File: config.mk
export PLATFORM = sky130hd
export DESIGN_NAME = spi_arbiter
export DESIGN_NICKNAME = d
export VERILOG_FILES = /design/src/rtl/spi_pkg.sv /design/src/rtl/spi_rr_pick.sv /design/src/rtl/spi_arbiter.sv
export SDC_FILE = /design/constraint.sdc
export NUM_CORES = 1
export LEC_CHECK = 0
export ABC_AREA = 1
export BUFFER_PORTS_ARGS = -buffer_cell sky130_fd_sc_hd__buf_4
export CAP_MARGIN = 0
export CELL_PAD_IN_SITES_DETAIL_PLACEMENT = 0
export CELL_PAD_IN_SITES_GLOBAL_PLACEMENT = 1
export CORE_MARGIN = 2
export CORE_UTILIZATION = 34
export CTS_CLUSTER_DIAMETER = 100
export CTS_CLUSTER_SIZE = 40
export DETAILED_ROUTE_END_ITERATION = 7
export PLACE_DENSITY_LB_ADDON = 0.1
export SLEW_MARGIN = 20
export SYNTH_ARGS = -nofsm -noshare
export SYNTH_HDL_FRONTEND = slang
export SYNTH_SLANG_ARGS = --single-unit
File: constraint.sdc
create_clock -name clk -period 1.8 [get_ports clk]
set_input_delay 0.36 -clock clk [delete_from_list [all_inputs] [get_ports clk]]
set_output_delay 0.36 -clock clk [all_outputs]
set_load 0.1 [all_outputs]
File: src/rtl/spi_pkg.sv
// Shared encodings for the SPI requester arbiter: FSM states, mode bits, byte width.
package spi_pkg;

    localparam int unsigned BYTE_W = 8;
    localparam int unsigned MODE_W = 2;

    typedef enum logic [2:0] {
        ST_IDLE  = 3'd0,
        ST_SETUP = 3'd1,
        ST_START = 3'd2,
        ST_WAIT  = 3'd3,
        ST_HOLD  = 3'd4,
        ST_GAP   = 3'd5
    } state_t;

    typedef struct packed {
        logic cpol;
        logic cpha;
    } spi_mode_t;

endpackage

File: src/rtl/spi_rr_pick.sv
// Round-robin encoder: first set request at or after ptr, wrapping at NUM_REQ.
module spi_rr_pick #(
    parameter int unsigned NUM_REQ = 4,
    parameter int unsigned IW      = $clog2(NUM_REQ)
) (
    input  logic [NUM_REQ-1:0] req,
    input  logic [IW-1:0]      ptr,
    output logic [IW-1:0]      grant_idx_c,
    output logic               grant_vld_c
);

    always_comb begin
        int j;
        grant_vld_c = 1'b0;
        grant_idx_c = '0;
        j           = 0;
        for (int i = 0; i < int'(NUM_REQ); i++) begin
            j = int'(ptr) + i;
            if (j >= int'(NUM_REQ)) j = j - int'(NUM_REQ);
            if (!grant_vld_c && req[j[IW-1:0]]) begin
                grant_vld_c = 1'b1;
                grant_idx_c = IW'(j);
            end
        end
    end

endmodule

File: src/rtl/spi_arbiter.sv
// Round-robin sharing of one SPI byte engine between NUM_REQ clients, with
// chip-select ownership, setup/gap timing, burst hold and timeout abort.
module spi_arbiter
    import spi_pkg::*;
#(
    parameter int unsigned NUM_REQ      = 4,
    parameter int unsigned SETUP_CYCLES = 2,
    parameter int unsigned GAP_CYCLES   = 4,
    parameter int unsigned TIMEOUT      = 1023
) (
    input  logic                        clk,
    input  logic                        reset,
    input  logic [NUM_REQ-1:0]          req,
    input  logic [BYTE_W*NUM_REQ-1:0]   req_data,
    input  logic [MODE_W*NUM_REQ-1:0]   req_mode,
    input  logic [NUM_REQ-1:0]          req_last,
    output logic [NUM_REQ-1:0]          ack,
    output logic                        err,
    output logic [BYTE_W-1:0]           rd_data,
    output logic [NUM_REQ-1:0]          cs_n,
    output logic                        m_start,
    output logic [BYTE_W-1:0]           m_data_wr,
    output logic                        m_polarity,
    output logic                        m_phase,
    input  logic                        m_done,
    input  logic [BYTE_W-1:0]           m_data_rd,
    output logic                        busy
);

    localparam int unsigned IW = $clog2(NUM_REQ);
    localparam int unsigned CW = $clog2(SETUP_CYCLES + GAP_CYCLES + 1);
    localparam int unsigned TW = $clog2(TIMEOUT + 1);

    state_t              state_q, state_d;
    logic [IW-1:0]       owner_q, owner_d;
    logic [IW-1:0]       rr_q, rr_d;
    logic [CW-1:0]       cnt_q, cnt_d;
    logic [TW-1:0]       tcnt_q, tcnt_d;
    logic                last_q, last_d;
    spi_mode_t           mode_q, mode_d;
    logic [BYTE_W-1:0]   data_d, rd_data_d;
    logic [NUM_REQ-1:0]  ack_d, cs_n_d;
    logic                err_d, m_start_d, busy_d;
    logic [IW-1:0]       pick_idx_c;
    logic                pick_vld_c;

    logic [BYTE_W-1:0]   data_arr [NUM_REQ];
    spi_mode_t           mode_arr [NUM_REQ];

    for (genvar g = 0; g < NUM_REQ; g++) begin : g_unpack
        assign data_arr[g] = req_data[g*BYTE_W +: BYTE_W];
        assign mode_arr[g] = spi_mode_t'(req_mode[g*MODE_W +: MODE_W]);
    end

    spi_rr_pick #(.NUM_REQ(NUM_REQ), .IW(IW)) u_pick (
        .req         (req),
        .ptr         (rr_q),
        .grant_idx_c (pick_idx_c),
        .grant_vld_c (pick_vld_c)
    );

    assign m_polarity = mode_q.cpol;
    assign m_phase    = mode_q.cpha;

    // State register
    always_ff @(posedge clk or negedge reset) begin
        if (!reset) state_q <= ST_IDLE;
        else        state_q <= state_d;
    end

    // Next-state logic; HOLD waits one cycle after ack so the client can update req
    always_comb begin
        state_d = state_q;
        case (state_q)
            ST_IDLE:  if (pick_vld_c) state_d = ST_SETUP;
            ST_SETUP: if (cnt_q == CW'(SETUP_CYCLES - 1)) state_d = ST_START;
            ST_START: state_d = ST_WAIT;
            ST_WAIT: begin
                if (m_done)                             state_d = last_q ? ST_GAP : ST_HOLD;
                else if (tcnt_q == TW'(TIMEOUT - 1))    state_d = ST_GAP;
            end
            ST_HOLD:  if (ack == '0) state_d = req[owner_q] ? ST_START : ST_GAP;
            ST_GAP:   if (cnt_q == CW'(GAP_CYCLES - 1)) state_d = ST_IDLE;
            default:  state_d = ST_IDLE;
        endcase
    end

    // Next values of the registered outputs and datapath
    always_comb begin
        owner_d   = owner_q;
        rr_d      = rr_q;
        last_d    = last_q;
        mode_d    = mode_q;
        data_d    = m_data_wr;
        rd_data_d = rd_data;
        ack_d     = '0;
        err_d     = 1'b0;
        cnt_d     = (state_d == state_q) ? cnt_q + CW'(1) : '0;
        tcnt_d    = (state_q == ST_WAIT) ? tcnt_q + TW'(1) : '0;
        case (state_q)
            ST_IDLE: if (pick_vld_c) begin
                owner_d = pick_idx_c;
                last_d  = req_last[pick_idx_c];
                mode_d  = mode_arr[pick_idx_c];
                data_d  = data_arr[pick_idx_c];
            end
            ST_WAIT: begin
                if (m_done) begin
                    rd_data_d      = m_data_rd;
                    ack_d[owner_q] = 1'b1;
                end else if (state_d == ST_GAP) begin
                    rd_data_d      = '0;
                    ack_d[owner_q] = 1'b1;
                    err_d          = 1'b1;
                end
            end
            ST_HOLD: if (state_d == ST_START) begin
                last_d = req_last[owner_q];
                data_d = data_arr[owner_q];
            end
            ST_GAP: if (state_d == ST_IDLE) begin
                rr_d = (owner_q == IW'(NUM_REQ - 1)) ? '0 : owner_q + IW'(1);
            end
            default: ;
        endcase
        m_start_d = (state_d == ST_START);
        busy_d    = (state_d != ST_IDLE);
        cs_n_d    = '1;
        if (state_d inside {ST_SETUP, ST_START, ST_WAIT, ST_HOLD}) cs_n_d[owner_d] = 1'b0;
    end

    // Datapath and output registers
    always_ff @(posedge clk or negedge reset) begin
        if (!reset) begin
            owner_q   <= '0;
            rr_q      <= '0;
            cnt_q     <= '0;
            tcnt_q    <= '0;
            last_q    <= 1'b0;
            mode_q    <= '0;
            m_data_wr <= '0;
            rd_data   <= '0;
            ack       <= '0;
            err       <= 1'b0;
            cs_n      <= '1;
            m_start   <= 1'b0;
            busy      <= 1'b0;
        end else begin
            owner_q   <= owner_d;
            rr_q      <= rr_d;
            cnt_q     <= cnt_d;
            tcnt_q    <= tcnt_d;
            last_q    <= last_d;
            mode_q    <= mode_d;
            m_data_wr <= data_d;
            rd_data   <= rd_data_d;
            ack       <= ack_d;
            err       <= err_d;
            cs_n      <= cs_n_d;
            m_start   <= m_start_d;
            busy      <= busy_d;
        end
    end

endmodule

## Word level (Yosys, flattened, before mapping)

Index checks and enable logic that the tools add are counted.

- Bits in registers: 50
- Input bits: 59
- Output and inout bits: 29
- Word-level logic and storage cells: 147

- Add/subtract/negate cells: 10
- Magnitude comparators: 15
- Equal/unequal tests: 17
- Multiplexer cells: 68
- Bitwise operators: 3
- Reductions and logical operators: 19

Operators by type and width:

| cell | count |
|---|---|
| $mux W8 | 8 |
| $bmux W8 S2 | 2 |
| $mux W2 | 13 |
| $mux W3 | 8 |
| $lt A2 B3 Y1 const B | 7 |
| $mux W1 | 19 |
| $pmux W3 S6 | 1 |
| $mux W4 | 4 |
| $pmux W8 S2 | 1 |
| $eq A3 B2 Y1 const B | 5 |
| $ge A3 B3 Y1 const B | 5 |
| $bmux W1 S2 | 7 |
| $eq A3 B3 Y1 const B | 4 |
| $add A10 B1 Y10 const B | 1 |
| $eq A10 B10 Y1 const B | 1 |
| $mux W10 | 1 |
| $eq A3 B1 Y1 const B | 3 |
| $sub A2 B1 Y2 const B | 4 |
| $add A2 B2 Y3 const B | 2 |
| $logic_not A3 Y1 | 2 |
| $not A2 Y3 | 2 |
| $reduce_and A2 Y1 | 3 |
| $logic_and A1 B1 Y1 | 5 |
| $bmux W2 S2 | 1 |
| other kinds (17) | 23 |

## Longest topological paths before layout

- Word-level depth: 22
- Mapped depth: 16

## Cells and area by module

From an unflattened synthesis, not the netlist that was laid out.

- Cells, all modules: 455
- Area total of the unflattened synthesis: 3,268.1 um2

Modules (own cells, without submodules):

| module | instances | cells an instance | area an instance (um2) |
|---|---|---|---|
| spi_arbiter | 1 | 396 | 2,949.1 |
| spi_rr_pick | 1 | 59 | 319.1 |

## Worst setup path before layout

Ideal clock, no wire load.

- Path kind: register to register
- Start: register ack[3]
- End: register m_data_wr[0]
- Setup time: 123 ps
- Data arrival time: 1,956 ps
- Data required time: 1,677 ps
- Path slack: -279 ps
- Cell stages (with the launch flop): 10
- Path buffers: 0
- Clock period less this slack: 2,079 ps
- Path through: dfrtp_1 -> nor2_1 -> nand2_1 -> inv_1 -> o21ai_0 -> nand2_1 -> nand2_2 -> clkinv_1 -> nor2_1 -> a21oi_2

- Longest elaborated chain between the ends: 6

RTL lines:

| element | line | text |
|---|---|---|
| start, declared | spi_arbiter.sv:17 | `output logic [NUM_REQ-1:0] ack,` |
| start signal, assigned | spi_arbiter.sv:157 | `ack <= ack_d;` |
| $logic_not A4 Y1 | spi_arbiter.sv:82 | `ST_HOLD: if (ack == '0) state_d = req[owner_q] ? ST_START : ST_GAP;` |
| $mux W3 | spi_arbiter.sv:82 |  |
| $pmux W3 S6 | spi_arbiter.sv:74 | `case (state_q)` |
| $eq A3 B2 Y1 | spi_arbiter.sv:117 | `ST_HOLD: if (state_d == ST_START) begin` |
| $ne A2 B2 Y1 (no source line) | - |  |
| $reduce_and A3 Y1 (no source line) | - |  |
| end signal, assigned | spi_arbiter.sv:155 | `m_data_wr <= data_d;` |
| end, declared | spi_arbiter.sv:22 | `output logic [BYTE_W-1:0] m_data_wr,` |

No other way between the ends.
A chain may end at the register's enable or synchronous reset.

## Final worst setup path

- Start: register rr_q[0]
- End: register cnt_q[0]

- Longest elaborated chain between the ends: 18
- Elaborated cells on any way between the ends: 37

RTL lines:

| element | line | text |
|---|---|---|
| start, declared | spi_arbiter.sv:36 | `logic [IW-1:0] rr_q, rr_d;` |
| start signal, assigned | spi_arbiter.sv:150 | `rr_q <= rr_d;` |
| branches (longest 13 deep; another with $add A2 B1 Y3) | - |  |
| $mux W1 (*) | spi_rr_pick.sv:20 | `if (!grant_vld_c && req[j[IW-1:0]]) begin` |
| $mux W3 (*) | spi_arbiter.sv:75 | `ST_IDLE: if (pick_vld_c) state_d = ST_SETUP;` |
| $pmux W3 S6 (*) | spi_arbiter.sv:74 |  |
| named net state_d[0] | spi_arbiter.sv:34 | `state_t state_q, state_d;` |
| $eq A3 B3 Y1 (*) | spi_arbiter.sv:98 | `cnt_d = (state_d == state_q) ? cnt_q + CW'(1) : '0;` |
| $mux W3 (*) | spi_arbiter.sv:98 |  |
| named net cnt_d[0] | spi_arbiter.sv:37 | `logic [CW-1:0] cnt_q, cnt_d;` |
| end signal, assigned | spi_arbiter.sv:151 | `cnt_q <= cnt_d;` |
| end, declared | spi_arbiter.sv:37 |  |

Mark *: on every way through the listed nets, which the timed path passes. The select of a mux whose other input is x is not followed.

==> impl_metrics.ini <==
[routing]
vias = 3486
routed_wirelength_um = 10300
firstDrtPassIters = 4
wl_per_cell_um = 13.7
antenna_left = 0
drc = 0
drt_iter0_markers = 157
via_per_inst = 4.65

[sta]
whs_ns = 0.0179
hold_violations = 0
skew_ns = 0.0110
fin_crit_sh_pct = 111
fin_ws_ns = -0.200
setup_viol = 24
max_freq_mhz = 500
final.min_clock_period_ns = 2.00
rsz0062_at_grt = yes
finalSetupTns_ns = -3.75
max-slew-margin-rel_pct = 72.8
slew_violations = 0
worst_pin_slew_ns = 0.405

[setup_path]
crit_path_end_kind = flip-flop
cp.required_ns = 2.00
path_max_fanout = 8
crit_arrival_ns = 2.20
setup.reg_to_reg.worst_slack_ns = -0.20
worstSetupStartpointType = flip-flop
worst-setup-path-type = flip-flop to flip-flop

[logic_synthesis]
syn_nets = 554
synth-edff-count = 0
ys_ff_latch = 50
ys.flop_type = dfrtp_1
syn-cell-area_um2 = 3400
synth.avg_cell_area_um2 = 6.99
ys_async_sr_fraction_pct = 100
ys_types = 36
postSynthCellCount = 486
seq_area_frac_synth_pct = 37.0
ys_warn_count = 0

[floorplan]
rows = 36
die_h_um = 104
die_w_um = 104
core-area_um2 = 9730
io_pins = 88
start_util_pct = 34.9
dieArea_um2 = 10800

[hold_path]
min_path_type = primary input to asynchronous set/reset pin

[clock_tree]
cts.clk_slew.worst_paths_ns = 0.09
htree_levels = 2
clock-root-buffer = clkbuf_8
cts_sinks = 50
clk_path_buf_depth = 2
cts_made_buffers = 5
clock_latency_ns = 0.31
cts_tree = done
cts_hold_buf = 0

[global_route]
grt_pass1_vias = 3480
antenna_found_initial = 0
grt_pass1_wl_um = 16600
gr-total-overflow = 0
grt_usage_pct = 18.5
grt_max_degree = 51

[flow_run]
cap_violations = 0

[final_layout]
design_area_um2 = 5170
drive_above_1_share_pct = 39.8
fillers = 975
nNetsFinal = 683
area_delta_synth_final_pct = 52.2
diodes = 0

[placed_design]
port_buffers = 87
routabilityCongestion = 0.911
dpl_cell_area_um2 = 4530
hpwl_um = 7480

[run_status]
outcome = complete, but fails checks
violations = negative setup slack
state kept, by name, indices dropped and copies added, names as in the netlist:
| name | count |
|---|---|
| ack | 4 |
| busy | 1 |
| cnt_q | 3 |
| cs_n | 4 |
| err | 1 |
| last_q | 1 |
| m_data_wr | 8 |
| m_phase | 1 |
| m_polarity | 1 |
| m_start | 1 |
| owner_q | 2 |
| rd_data | 8 |
| rr_q | 2 |
| state_q | 3 |
| tcnt_q | 10 |
layer usage:
layer | part of all wire, % | wire length, um | track usage [%] | up-vias
li1 | - | - | - | 1819
met1 | 49 | 5000 | 26.7 | 1575
met2 | 46 | 4710 | 28.7 | 82
met3 | 4.2 | 428 | 2.88 | 10
met4 | 1.4 | 147 | 5.31 | 0
met5 | 0 | 0 | 0 | -
final timing paths:
kind                               from         end  depth (start not counted)
min in group clk           m_data_rd[6]  rd_data[6]                          3
max in group asynchronous         reset     cs_n[0]                          2
max                             rr_q[0]    cnt_q[0]                         14
min reg2reg                    cnt_q[0]    cnt_q[0]                          1
min                               reset   tcnt_q[4]                          2
max reg2reg                     rr_q[0]    cnt_q[0]                         14
worst max-delay path, stage by stage, from the launching register on:
cell      delay, ns
dfrtp_2        0.49
inv_4          0.12
nand2_1        0.11
nand3_2        0.11
nand2_4        0.10
nor2_8         0.15
buf_4          0.13
nand3b_4       0.08
nand2_4        0.10
nand3_4        0.10
buf_12         0.14
inv_2          0.06
nand2_1        0.06
nand3_2        0.09
nor2_1         0.04
Yosys cell counts, types with 3 or more instances:
master    count  area (um^2)
nand2_1     123          462
inv_1        69          259
nand3_1      51          255
dfrtp_1      46         1150
nor2_1       43          161
a21oi_1      35          175
o21ai_0      23          115
nor3_1       11         55.1
a21oi_2      10         87.6
ha_1          9          113
nand3b_1      9         67.6
clkbuf_1      8         30.0
nand2_2       7         43.8
buf_2         5         25.0
o211ai_1      5         37.5
dfstp_2       4          105
buf_6         3         33.8
nand2_4       3         33.8
nand4_1       3         18.8
repair_timing:
| item | 4_1_cts | 5_1_grt |
|---|---|---|
| buffers inserted | 3 | 3 |
| gates resized for setup | 20 | 79 |
| endpoints found under the hold margin | 0 | 0 |
| cloned | 0 | 3 |
| setup endpoints to repair | 23 | 24 |
| pin swaps | 9 | 21 |
layout by cell type (no fill, tap or decap), types with 5 or more instances in the layout:
master and instances:
a21oi_1 34, a21oi_2 10, buf_12 7, buf_4 121
buf_6 7, clkbuf_8 6, dfrtp_1 41, ha_1 9
inv_1 65, nand2_1 94, nand2_2 24, nand2_4 11
nand3_1 38, nand3_2 13, nand3b_1 9, nor2_1 32
nor2_2 7, nor2_4 5, nor3_1 10, o211ai_1 5
o21ai_0 23
cells by family after synthesis:
kind of cell,share of synthesized area [%]
buffers and inverters,10.8
DFF,37.0
xor gates and xnor gates,0.258
adders and majority gates,3.31
AOI/OAI and AO/OA,13.0
and+or+nand+nor,35.7
through the flow:
stage	util (%)	setup WS [ns]	instances
detailed placement	46.5	-0.221	732
global route	53.1	-0.302	749
global placement	46.5	-0.178	732
floorplan	-	0.00174	486
finish	53.1	-0.200	749
CTS	49.0	-0.164	743
layout make-up:
cell class | instances | area [um^2] | share of cell area (%)
sequential | 50 | 1260 | 24.5
inverter | 72 | 283 | 5.47
clock inverter | 2 | 60.1 | 1.16
multi-input combinational | 347 | 2090 | 40.5
timing repair buffer | 139 | 1220 | 23.6
clock buffer | 6 | 82.6 | 1.60
tap | 133 | 166 | 3.22
Power is left out: the tool's default activity adds up to more than one toggle a clock period on the data nets, which glitch-free logic cannot reach.
